`src/rtl/datapath_ctrl.sv`:
```
// Control sequencer for the 32x64 register-file/ALU datapath: decodes handshaked
// instruction words into registered control words. Optional SKZ op: DATAPATH_CTRL_SKIP_EN.
module datapath_ctrl #(
    parameter int K_W   = 64,
    parameter int CNT_W = 8
) (
    input  logic             clock,
    input  logic             reset,
    input  logic [31:0]      instr,
    input  logic             instr_valid,
    output logic             instr_ready,
    input  logic [3:0]       status,
    output logic [4:0]       FS,
    output logic [4:0]       AA,
    output logic [4:0]       BA,
    output logic [4:0]       DA,
    output logic [K_W-1:0]   K,
    output logic             cin,
    output logic             Bselect,
    output logic             write,
    output logic             EN_B,
    output logic             EN_ALU,
    output logic [3:0]       flags,
    output logic             busy,
    output logic             err,
    output logic [1:0]       dbg_state
);

    // Handshake: a transfer happens at a rising edge where instr_valid && instr_ready.
    // instr_ready is registered and high only in IDLE; the source holds instr until then.

    typedef enum logic [1:0] {
        IDLE = 2'd0,
        EXEC = 2'd1,
        REP  = 2'd2
    } state_t;

    typedef struct packed {
        logic [4:0]     fs;
        logic [4:0]     aa;
        logic [4:0]     ba;
        logic [4:0]     da;
        logic [K_W-1:0] k;
        logic           cin;
        logic           bsel;
        logic           wr;
        logic           en_b;
        logic           en_alu;
    } ctl_t;

    localparam logic [3:0] OP_NOP    = 4'd0;
    localparam logic [3:0] OP_ALU_R  = 4'd1;
    localparam logic [3:0] OP_ALU_I  = 4'd2;
    localparam logic [3:0] OP_MOV    = 4'd3;
    localparam logic [3:0] OP_CMP    = 4'd4;
    localparam logic [3:0] OP_ALU_RC = 4'd5;
    localparam logic [3:0] OP_REP    = 4'd6;
`ifdef DATAPATH_CTRL_SKIP_EN
    localparam logic [3:0] OP_SKZ    = 4'd7;
`endif

    state_t           state, state_n;
    ctl_t             ctl_q, ctl_n, dec;
    logic [CNT_W-1:0] cnt_q, cnt_n;
    logic [3:0]       op_q, op_n;
    logic [3:0]       flags_q, flags_n;
    logic             err_q, err_n;
    logic             ready_q, ready_n;
    logic             xfer;
    logic             skip_act;
    logic [3:0]       op;
    logic [7:0]       imm8;

`ifdef DATAPATH_CTRL_SKIP_EN
    logic skip_q, skip_n;
    assign skip_act = skip_q;
`else
    assign skip_act = 1'b0;
`endif

    assign op   = instr[31:28];
    assign imm8 = instr[7:0];
    assign xfer = instr_valid && ready_q;

    // Register addresses and function come straight from the instruction word.
    always_comb begin
        dec    = '0;
        dec.da = instr[27:23];
        dec.aa = instr[22:18];
        dec.ba = instr[17:13];
        dec.fs = instr[12:8];
    end

    always_comb begin
        state_n = state;
        ctl_n   = '0;
        cnt_n   = cnt_q;
        op_n    = op_q;
        flags_n = flags_q;
        err_n   = 1'b0;
`ifdef DATAPATH_CTRL_SKIP_EN
        skip_n  = skip_q;
`endif
        case (state)
            IDLE: begin
                if (xfer && skip_act) begin
`ifdef DATAPATH_CTRL_SKIP_EN
                    skip_n = 1'b0;
`endif
                end else if (xfer) begin
                    op_n = op;
                    case (op)
                        OP_NOP: ;
                        OP_ALU_R, OP_ALU_RC: begin
                            state_n      = EXEC;
                            ctl_n        = dec;
                            ctl_n.en_alu = 1'b1;
                            ctl_n.wr     = 1'b1;
                            ctl_n.cin    = (op == OP_ALU_RC) ? flags_q[2] : 1'b0;
                        end
                        OP_ALU_I: begin
                            state_n      = EXEC;
                            ctl_n        = dec;
                            ctl_n.bsel   = 1'b1;
                            ctl_n.k      = {{(K_W-8){imm8[7]}}, imm8};
                            ctl_n.en_alu = 1'b1;
                            ctl_n.wr     = 1'b1;
                        end
                        OP_MOV: begin
                            state_n    = EXEC;
                            ctl_n      = dec;
                            ctl_n.en_b = 1'b1;
                            ctl_n.wr   = 1'b1;
                        end
                        OP_CMP: begin
                            state_n = EXEC;
                            ctl_n   = dec;
                        end
                        OP_REP: begin
                            if (imm8 != 8'd0) begin
                                state_n      = REP;
                                cnt_n        = CNT_W'(imm8);
                                ctl_n        = dec;
                                ctl_n.bsel   = 1'b1;
                                ctl_n.k      = K_W'(1);
                                ctl_n.en_alu = 1'b1;
                                ctl_n.wr     = 1'b1;
                            end
                        end
`ifdef DATAPATH_CTRL_SKIP_EN
                        OP_SKZ: begin
                            if (flags_q[0]) skip_n = 1'b1;
                        end
`endif
                        default: err_n = 1'b1;
                    endcase
                end
            end
            EXEC: begin
                state_n = IDLE;
                if (op_q != OP_MOV) flags_n = status;
            end
            REP: begin
                // Control word is held; the last iteration clears it at its closing edge.
                flags_n = status;
                ctl_n   = ctl_q;
                cnt_n   = cnt_q - CNT_W'(1);
                if (cnt_q == CNT_W'(1)) begin
                    state_n = IDLE;
                    ctl_n   = '0;
                end
            end
            default: state_n = IDLE;
        endcase
        ready_n = (state_n == IDLE);
    end

    always_ff @(posedge clock) begin
        if (!reset) begin
            state   <= IDLE;
            ctl_q   <= '0;
            cnt_q   <= '0;
            op_q    <= '0;
            flags_q <= '0;
            err_q   <= 1'b0;
            ready_q <= 1'b0;
`ifdef DATAPATH_CTRL_SKIP_EN
            skip_q  <= 1'b0;
`endif
        end else begin
            state   <= state_n;
            ctl_q   <= ctl_n;
            cnt_q   <= cnt_n;
            op_q    <= op_n;
            flags_q <= flags_n;
            err_q   <= err_n;
            ready_q <= ready_n;
`ifdef DATAPATH_CTRL_SKIP_EN
            skip_q  <= skip_n;
`endif
        end
    end

    assign instr_ready = ready_q;
    assign FS          = ctl_q.fs;
    assign AA          = ctl_q.aa;
    assign BA          = ctl_q.ba;
    assign DA          = ctl_q.da;
    assign K           = ctl_q.k;
    assign cin         = ctl_q.cin;
    assign Bselect     = ctl_q.bsel;
    assign write       = ctl_q.wr;
    assign EN_B        = ctl_q.en_b;
    assign EN_ALU      = ctl_q.en_alu;
    assign flags       = flags_q;
    assign err         = err_q;
    assign busy        = (state != IDLE);
    assign dbg_state   = state;

endmodule

```
`config.mk`:
```
export PLATFORM = sky130hd
export DESIGN_NAME = datapath_ctrl
export DESIGN_NICKNAME = d
export VERILOG_FILES = /design/src/rtl/datapath_ctrl.sv
export SDC_FILE = /design/constraint.sdc
export NUM_CORES = 1
export LEC_CHECK = 0
export ABC_AREA = 1
export BUFFER_PORTS_ARGS = -buffer_cell sky130_fd_sc_hd__buf_2
export CAP_MARGIN = 20
export CORE_ASPECT_RATIO = 0.75
export CORE_MARGIN = 1
export CORE_UTILIZATION = 37
export DETAILED_ROUTE_END_ITERATION = 6
export PLACE_DENSITY_LB_ADDON = 0.08
export SYNTH_ARGS = -nofsm -noshare
export SYNTH_HDL_FRONTEND = slang
export SYNTH_SLANG_ARGS = --single-unit
```
`constraint.sdc`:
```
create_clock -name clock -period 3.87 [get_ports clock]
set_clock_uncertainty 0.05 [all_clocks]
set_input_delay 0 -clock clock [delete_from_list [all_inputs] [get_ports clock]]
set_output_delay 0 -clock clock [all_outputs]
set_load 0.1 [all_outputs]
```
==> impl_metrics.yaml, run 1 <==
status:
  status: "complete, no violations"
sta:
  maxSlewHeadroom_pct: 59.1
  hold_viol: 0
  worst_pin_slew_ns: 0.609
  setup_viol_count_final: 0
  max_freq_mhz: 528
  setup_ws_ns: 1.98
  timing.final.crit_share_pct: 48.9
  finalMaxSlewViolations: 0
  rsz0062_at_grt: "false"
  fin_setup_tns_ns: 0
  period_needed_ns: 1.89
routing:
  dr.pass1.iters: 5
  drcViolationCount: 0
  drt_wl_total_um: 7170
  vias: 2743
  drt_iter0_drc: 114
  routedWlPerCell_um: 11.9
  postRouteAntennaNets: 0
  viasPerCell: 4.54
clocking:
  cts.path.max_buffers: 2
  cts_max_level: 2
  ctsHoldBuffers: 39
  post_cts_buffers: 0
  worstSkewPairLatency_ns: 0.30
  cts_tree: "built"
  clock-root-buffer: "clkbuf_8"
  clock-sinks: 53
  numCtsBuffers: 5
  path_clk_slew_ns: 0.10
  ctsResizeCount: 0
min_path:
  whs_path_depth: 2
  hold_class: "register to register"
synthesis:
  synthAdderAreaFrac_pct: 0.873
  seq_area_frac_synth_pct: 37.0
  synth_top_family_by_area: "simple AND/OR/NAND/NOR gates"
  synth-xor-area-share_pct: 0
  muxShareOfSynthArea_pct: 0
  ys_ff_latch: 53
  synth-warning-count: 0
  synth_nets: 431
  syn_avg_cell_area_sq_um: 7.35
  netlist_area_sq_um: 2870
  synth-simple-area-share_pct: 28.3
  synth_compound_area_share_pct: 10.5
  ys_types: 29
  netlist_instances: 390
floorplan:
  ios: 137
  die_height_um: 78.2
  dieArea_sq_um: 8110
  num_rows: 27
  start_util_pct: 38.6
  fp.dieW_um: 104
  core-area_sq_um: 7430
layout:
  drive_gt1_share_pct: 34.6
  n_antenna_cell: 0
  nets: 543
  fin_util_pct: 49.1
  n_fill_cell: 777
  regArea_sq_um: 1060
  final_common_cell: "buf_2"
  layout_common_cells: "buf_2, nand2_1, dfxtp_1"
  final_cells: 604
  multi_input_area_sq_um: 1140
  syn2layout_area_growth_pct: 27.3
global_route:
  antenna_found_initial: 0
  grt-ovfl-total: 0
  grt_pass1_vias: 2436
  grtUsageTotal_pct: 17.5
  grt_max_degree: 59
  grt_pass1_wl_um: 11700
pwr:
  pwr_density_cell_nw_per_um2: 293
  p_leak_nw: 1.86
  ir_worst_vdd_mv: 0.137
worst_setup_path:
  critPathKind: "register to register"
  critPathLaunchType: "register"
  critical_path_peak_fanout: 33
  arrival_ns: 2.07
  max_stage_delay_ns: 0.44
  end_kind: "register"
  rr_worst_depth: 6
  worstPathBufferInverterCount: 2
  cpLargestDelayFamily: "buffers and inverters"
  crit_cells: 6
  worst_path_most_repeated_cell: "nand2_1"
  crit_path_cell_trace: "nand2_1 -> inv_2 -> nand2_1 -> inv_2 -> nand2_1 -> a21oi_1"
  critPathSlowestCell: "inv_2"
  crit_required_ns: 4.05
placement:
  dp_cells: 556
  hpwl_um: 5030
  gp_congestion: 0.848
  io_buffers: 136
  dp_slack_ns: 1.98
run:
  maxCapViolCount: 0
## stage by stage
step | instance area (sq um) | hold slack [ns] | power (mW)
global route | 3650 | 0.425 | 1.12
detailed placement | 3150 | 0.208 | 0.717
CTS | 3640 | 0.421 | 1.09
floorplan | 2870 | 0.0883 | 0.682
global placement | 3150 | 0.207 | 0.718
finish | 3650 | 0.416 | 1.07
## final timing paths
path | slack [ns] | startpoint | to
worst max-delay path | 1.98 | dbg_state[1]$_SDFF_PN0_ | AA[4]$_SDFFE_PN0P_
worst min-delay path | 0.42 | cin$_SDFFE_PN0P_ | cin$_SDFFE_PN0P_
worst max register to register | 1.98 | dbg_state[1]$_SDFF_PN0_ | AA[4]$_SDFFE_PN0P_
worst min register to register | 0.42 | cin$_SDFFE_PN0P_ | cin$_SDFFE_PN0P_
## sequential cells by signal, summed over array words and instances, names as in the netlist
signal / flops
BA: 5
EN_ALU: 1
cnt_q: 8
Bselect: 1
write: 1
K: 8
DA: 5
cin: 1
dbg_state: 2
AA: 5
FS: 5
instr_ready: 1
op_q: 4
EN_B: 1
err: 1
flags: 4
## Yosys cell counts
master     n  area (sq um)
nor2_1    19          71.3
nand2_4    1          11.3
nand4_1    7          43.8
nand3_1   48           240
nand2_1   80           300
a21oi_2    5          43.8
nor3_2     1          10.0
o21bai_1   1          7.51
buf_6      6          67.6
a31oi_1    1          6.26
nand3_2    8          80.1
clkbuf_1   4          15.0
o21ai_0    7          35.0
dfxtp_1   53          1060
inv_2      6          22.5
ha_1       2          25.0
and3_1     1          6.26
clkinv_2   1          5.00
o31ai_1    1          7.51
a21oi_1   39           195
inv_1     28           105
nor3_1     1          5.00
nand2_2    3          18.8
buf_2      6          30.0
clkinv_1   1          3.75
nor2_4     1          11.3
buf_4     56           420
o22ai_1    1          6.26
nor2_2     2          12.5
## cell type report
class	count	share of cell area, %
multi-input cells	229	31.2
clock inverters	2	0.377
clock buffers	6	2.26
flip-flops and latches	53	29.1
well taps	101	3.46
repair buffers	177	30.0
inverters	36	3.74
## routing by layer
layer / global-route usage, % / up-vias / routed length [um] / share of wire, %
li1: - / 1426 / - / -
met1: 24.0 / 1228 / 3610 / 50
met2: 28.8 / 85 / 3110 / 43
met3: 3.65 / 4 / 424 / 5.9
met4: 2.71 / 0 / 29 / 0.40
met5: 0 / - / 0 / 0
## power breakdown
part	internal [mW]	switching (mW)	total, mW	leakage [nW]
clock	0.146	0.188	0.334	0.0512
combinational	0.0620	0.113	0.175	1.38
sequential	0.554	0.00564	0.560	0.428
## worst min-delay path: cells and delay by family, from the launching register on
kind | cells | cell delay [ns]
AOI/OAI and AO/OA | 1 | 0.05
DFF | 1 | 0.32
and+or+nand+nor | 1 | 0.06
## kinds of logic (layout without fill, tap and decap cells)
logic type / Yosys count / count (layout)
compound gates: 55 / 55
fa+ha+maj: 2 / 2
flops: 53 / 53
simple gates: 172 / 172
buf+inv: 108 / 221
No activity file was read; power rests on OpenSTA's default activity.
==> run 2, diff against run 1 <==
- ABC_AREA: 1 -> 0
- clock period: 3.87 -> 2 ns (I/O delays scaled with it)
==> impl_metrics.yaml, run 2 <==
status:
  status: "finished with violations"
  violations: "design-rule violations"
sta:
  fin_hold_ws_ns: 0.00741
  worst_pin_slew_ns: 0.647
  setup_ws_ns: 0.205
  finalMaxSlewViolations: 0
  rsz0062_at_grt: "false"
  period_needed_ns: 1.79
  maxSlewHeadroom_pct: 56.3
  timing.final.crit_share_pct: 89.7
  hold_viol: 0
  setup_viol_count_final: 0
  fin_setup_tns_ns: 0
  max_freq_mhz: 557
synthesis:
  seq_area_frac_synth_pct: 41.3
  synthFlopType: "dfxtp_1"
  ys_async_sr_fraction_pct: 0
  netlist_instances: 258
  yosysTopAreaCell: "dfxtp_1"
  ys_ff_latch: 53
  synth_area_leaders: "dfxtp_1, buf_4, a22o_1"
  ys_types: 47
  synth-warning-count: 0
  synth_top_cells_by_count: "buf_4, dfxtp_1, a22o_1, nor2_1, a21oi_1"
  syn_avg_cell_area_sq_um: 9.95
  synth.top_cell.area_share_pct: 41.3
  yosys.cell_count.top_type: "buf_4"
  synth_nets: 299
  netlist_area_sq_um: 2570
  synth_edf_count: 0
routing:
  postRouteAntennaNets: 0
  drcViolationCount: 6
  routedWlPerCell_um: 13.2
  dr.pass1.iters: 7
  drt_iter0_drc: 85
  viasPerCell: 4.81
  vias: 2193
  drt_wl_total_um: 6030
clocking:
  clock-root-buffer: "clkbuf_8"
  cts_tree: "built"
  cts.path.max_buffers: 2
  cts_max_level: 2
  worstSkewPairLatency_ns: 0.31
  path_clk_slew_ns: 0.10
  numCtsBuffers: 5
  clock-sinks: 53
global_route:
  grt_use_met1_pct: 22.4
  met3_usage_pct: 4.32
  grt_pass1_vias: 1871
  grt_max_degree: 59
  grt_pass1_wl_um: 9200
  antenna_found_initial: 0
  grt-ovfl-total: 0
  grtUsageTotal_pct: 16.1
  grt-busiest-layer: "met2"
  grt_use_met2_pct: 25.0
worst_setup_path:
  critPathKind: "primary input to register"
  critPathLaunchType: "primary input"
  max_stage_delay_ns: 0.59
  critical_path_peak_fanout: 7
  critPathSlowestCell: "or4_4"
  end_kind: "register"
  crit_path_cell_trace: "dlygate4sd3_1 -> buf_2 -> or4_4 -> o211ai_4 -> a21boi_2 -> o211a_1"
  crit_required_ns: 2.21
  arrival_ns: 2.00
floorplan:
  core-area_sq_um: 6510
  dieArea_sq_um: 7280
  ios: 137
  die_height_um: 74.1
  num_rows: 25
  start_util_pct: 39.5
  fp.dieW_um: 98.2
placement:
  dp_slack_ns: 0.186
  dp_cells: 412
  placed_area_sq_um: 2910
  hpwl_um: 4320
  gp_congestion: 0.837
  io_buffers: 136
run:
  maxCapViolCount: 0
layout:
  drive_gt1_share_pct: 44.3
  syn2layout_area_growth_pct: 31.1
  stdcell_area_sq_um: 3370
  layout_common_cells: "buf_2, dfxtp_1, dlygate4sd3_1"
  fin_util_pct: 51.7
  final_cells: 456
  nets: 415
  regArea_sq_um: 1070
  n_antenna_cell: 0
  final_common_cell: "buf_2"
  multi_input_area_sq_um: 1010
  n_fill_cell: 594
pwr:
  p_total_mw: 2.05
  pwr_density_cell_nw_per_um2: 608
  p_leak_nw: 1.69
  ir_worst_vdd_mv: 0.270
min_path:
  hold_class: "primary input to register"
[run 2: cell families after synthesis]
| kind of cell | synth area share, % |
|---|---|
| buf+inv | 19.6 |
| compound gates | 21.1 |
| simple gates | 13.5 |
| flops | 41.3 |
| mux | 3.51 |
| fa+ha+maj | 0.975 |
[run 2: metal layers]
layer | wire [um] | share of wire, %
met3 | 378 | 6.3
met4 | 40 | 0.66
met2 | 2610 | 43
met5 | 0 | 0
met1 | 3000 | 50
[run 2: repair_timing]
action                                  4_1_cts  5_1_grt
endpoints found under the setup margin        0       20
hold endpoints to repair                     45        0
hold buffers                                 36        0
resized for setup                             0        1
buffers inserted                              0        0
[run 2: worst paths after layout]
check / start / to / slack (ns) / depth (start not counted)
worst max-delay path: instr[4] / instr_ready$_SDFF_PN0_ / 0.21 / 6
worst min-delay path: instr[31] / op_q[3]$_SDFFE_PN0P_ / 0.007 / 3
worst max register to register: cnt_q[2]$_SDFFE_PN0P_ / EN_ALU$_SDFFE_PN0P_ / 0.26 / 5
worst min register to register: K[5]$_SDFFE_PN0P_ / K[5]$_SDFFE_PN0P_ / 0.43 / 1
[run 2: power by group]
part           internal [mW]  switching, mW  total (mW)
Combinational          0.124          0.215       0.340
Clock                  0.246          0.368       0.615
Sequential              1.08         0.0162        1.09
[run 2: critical path, delay by kind of cell]
family                 cells  cell delay (ns)
AO/OA/AOI/OAI              3             0.73
buffers and inverters      2             0.68
AND/OR/NAND/NOR            1             0.59
[run 2: layout make-up]
class	instances	share of cell area, %
clock buffers	5	2.04
clock inverters	3	0.669
inverters	6	0.669
multi-input cells	133	30.0
flip-flops and latches	53	31.7
well taps	81	3.01
repair buffers	175	32.0
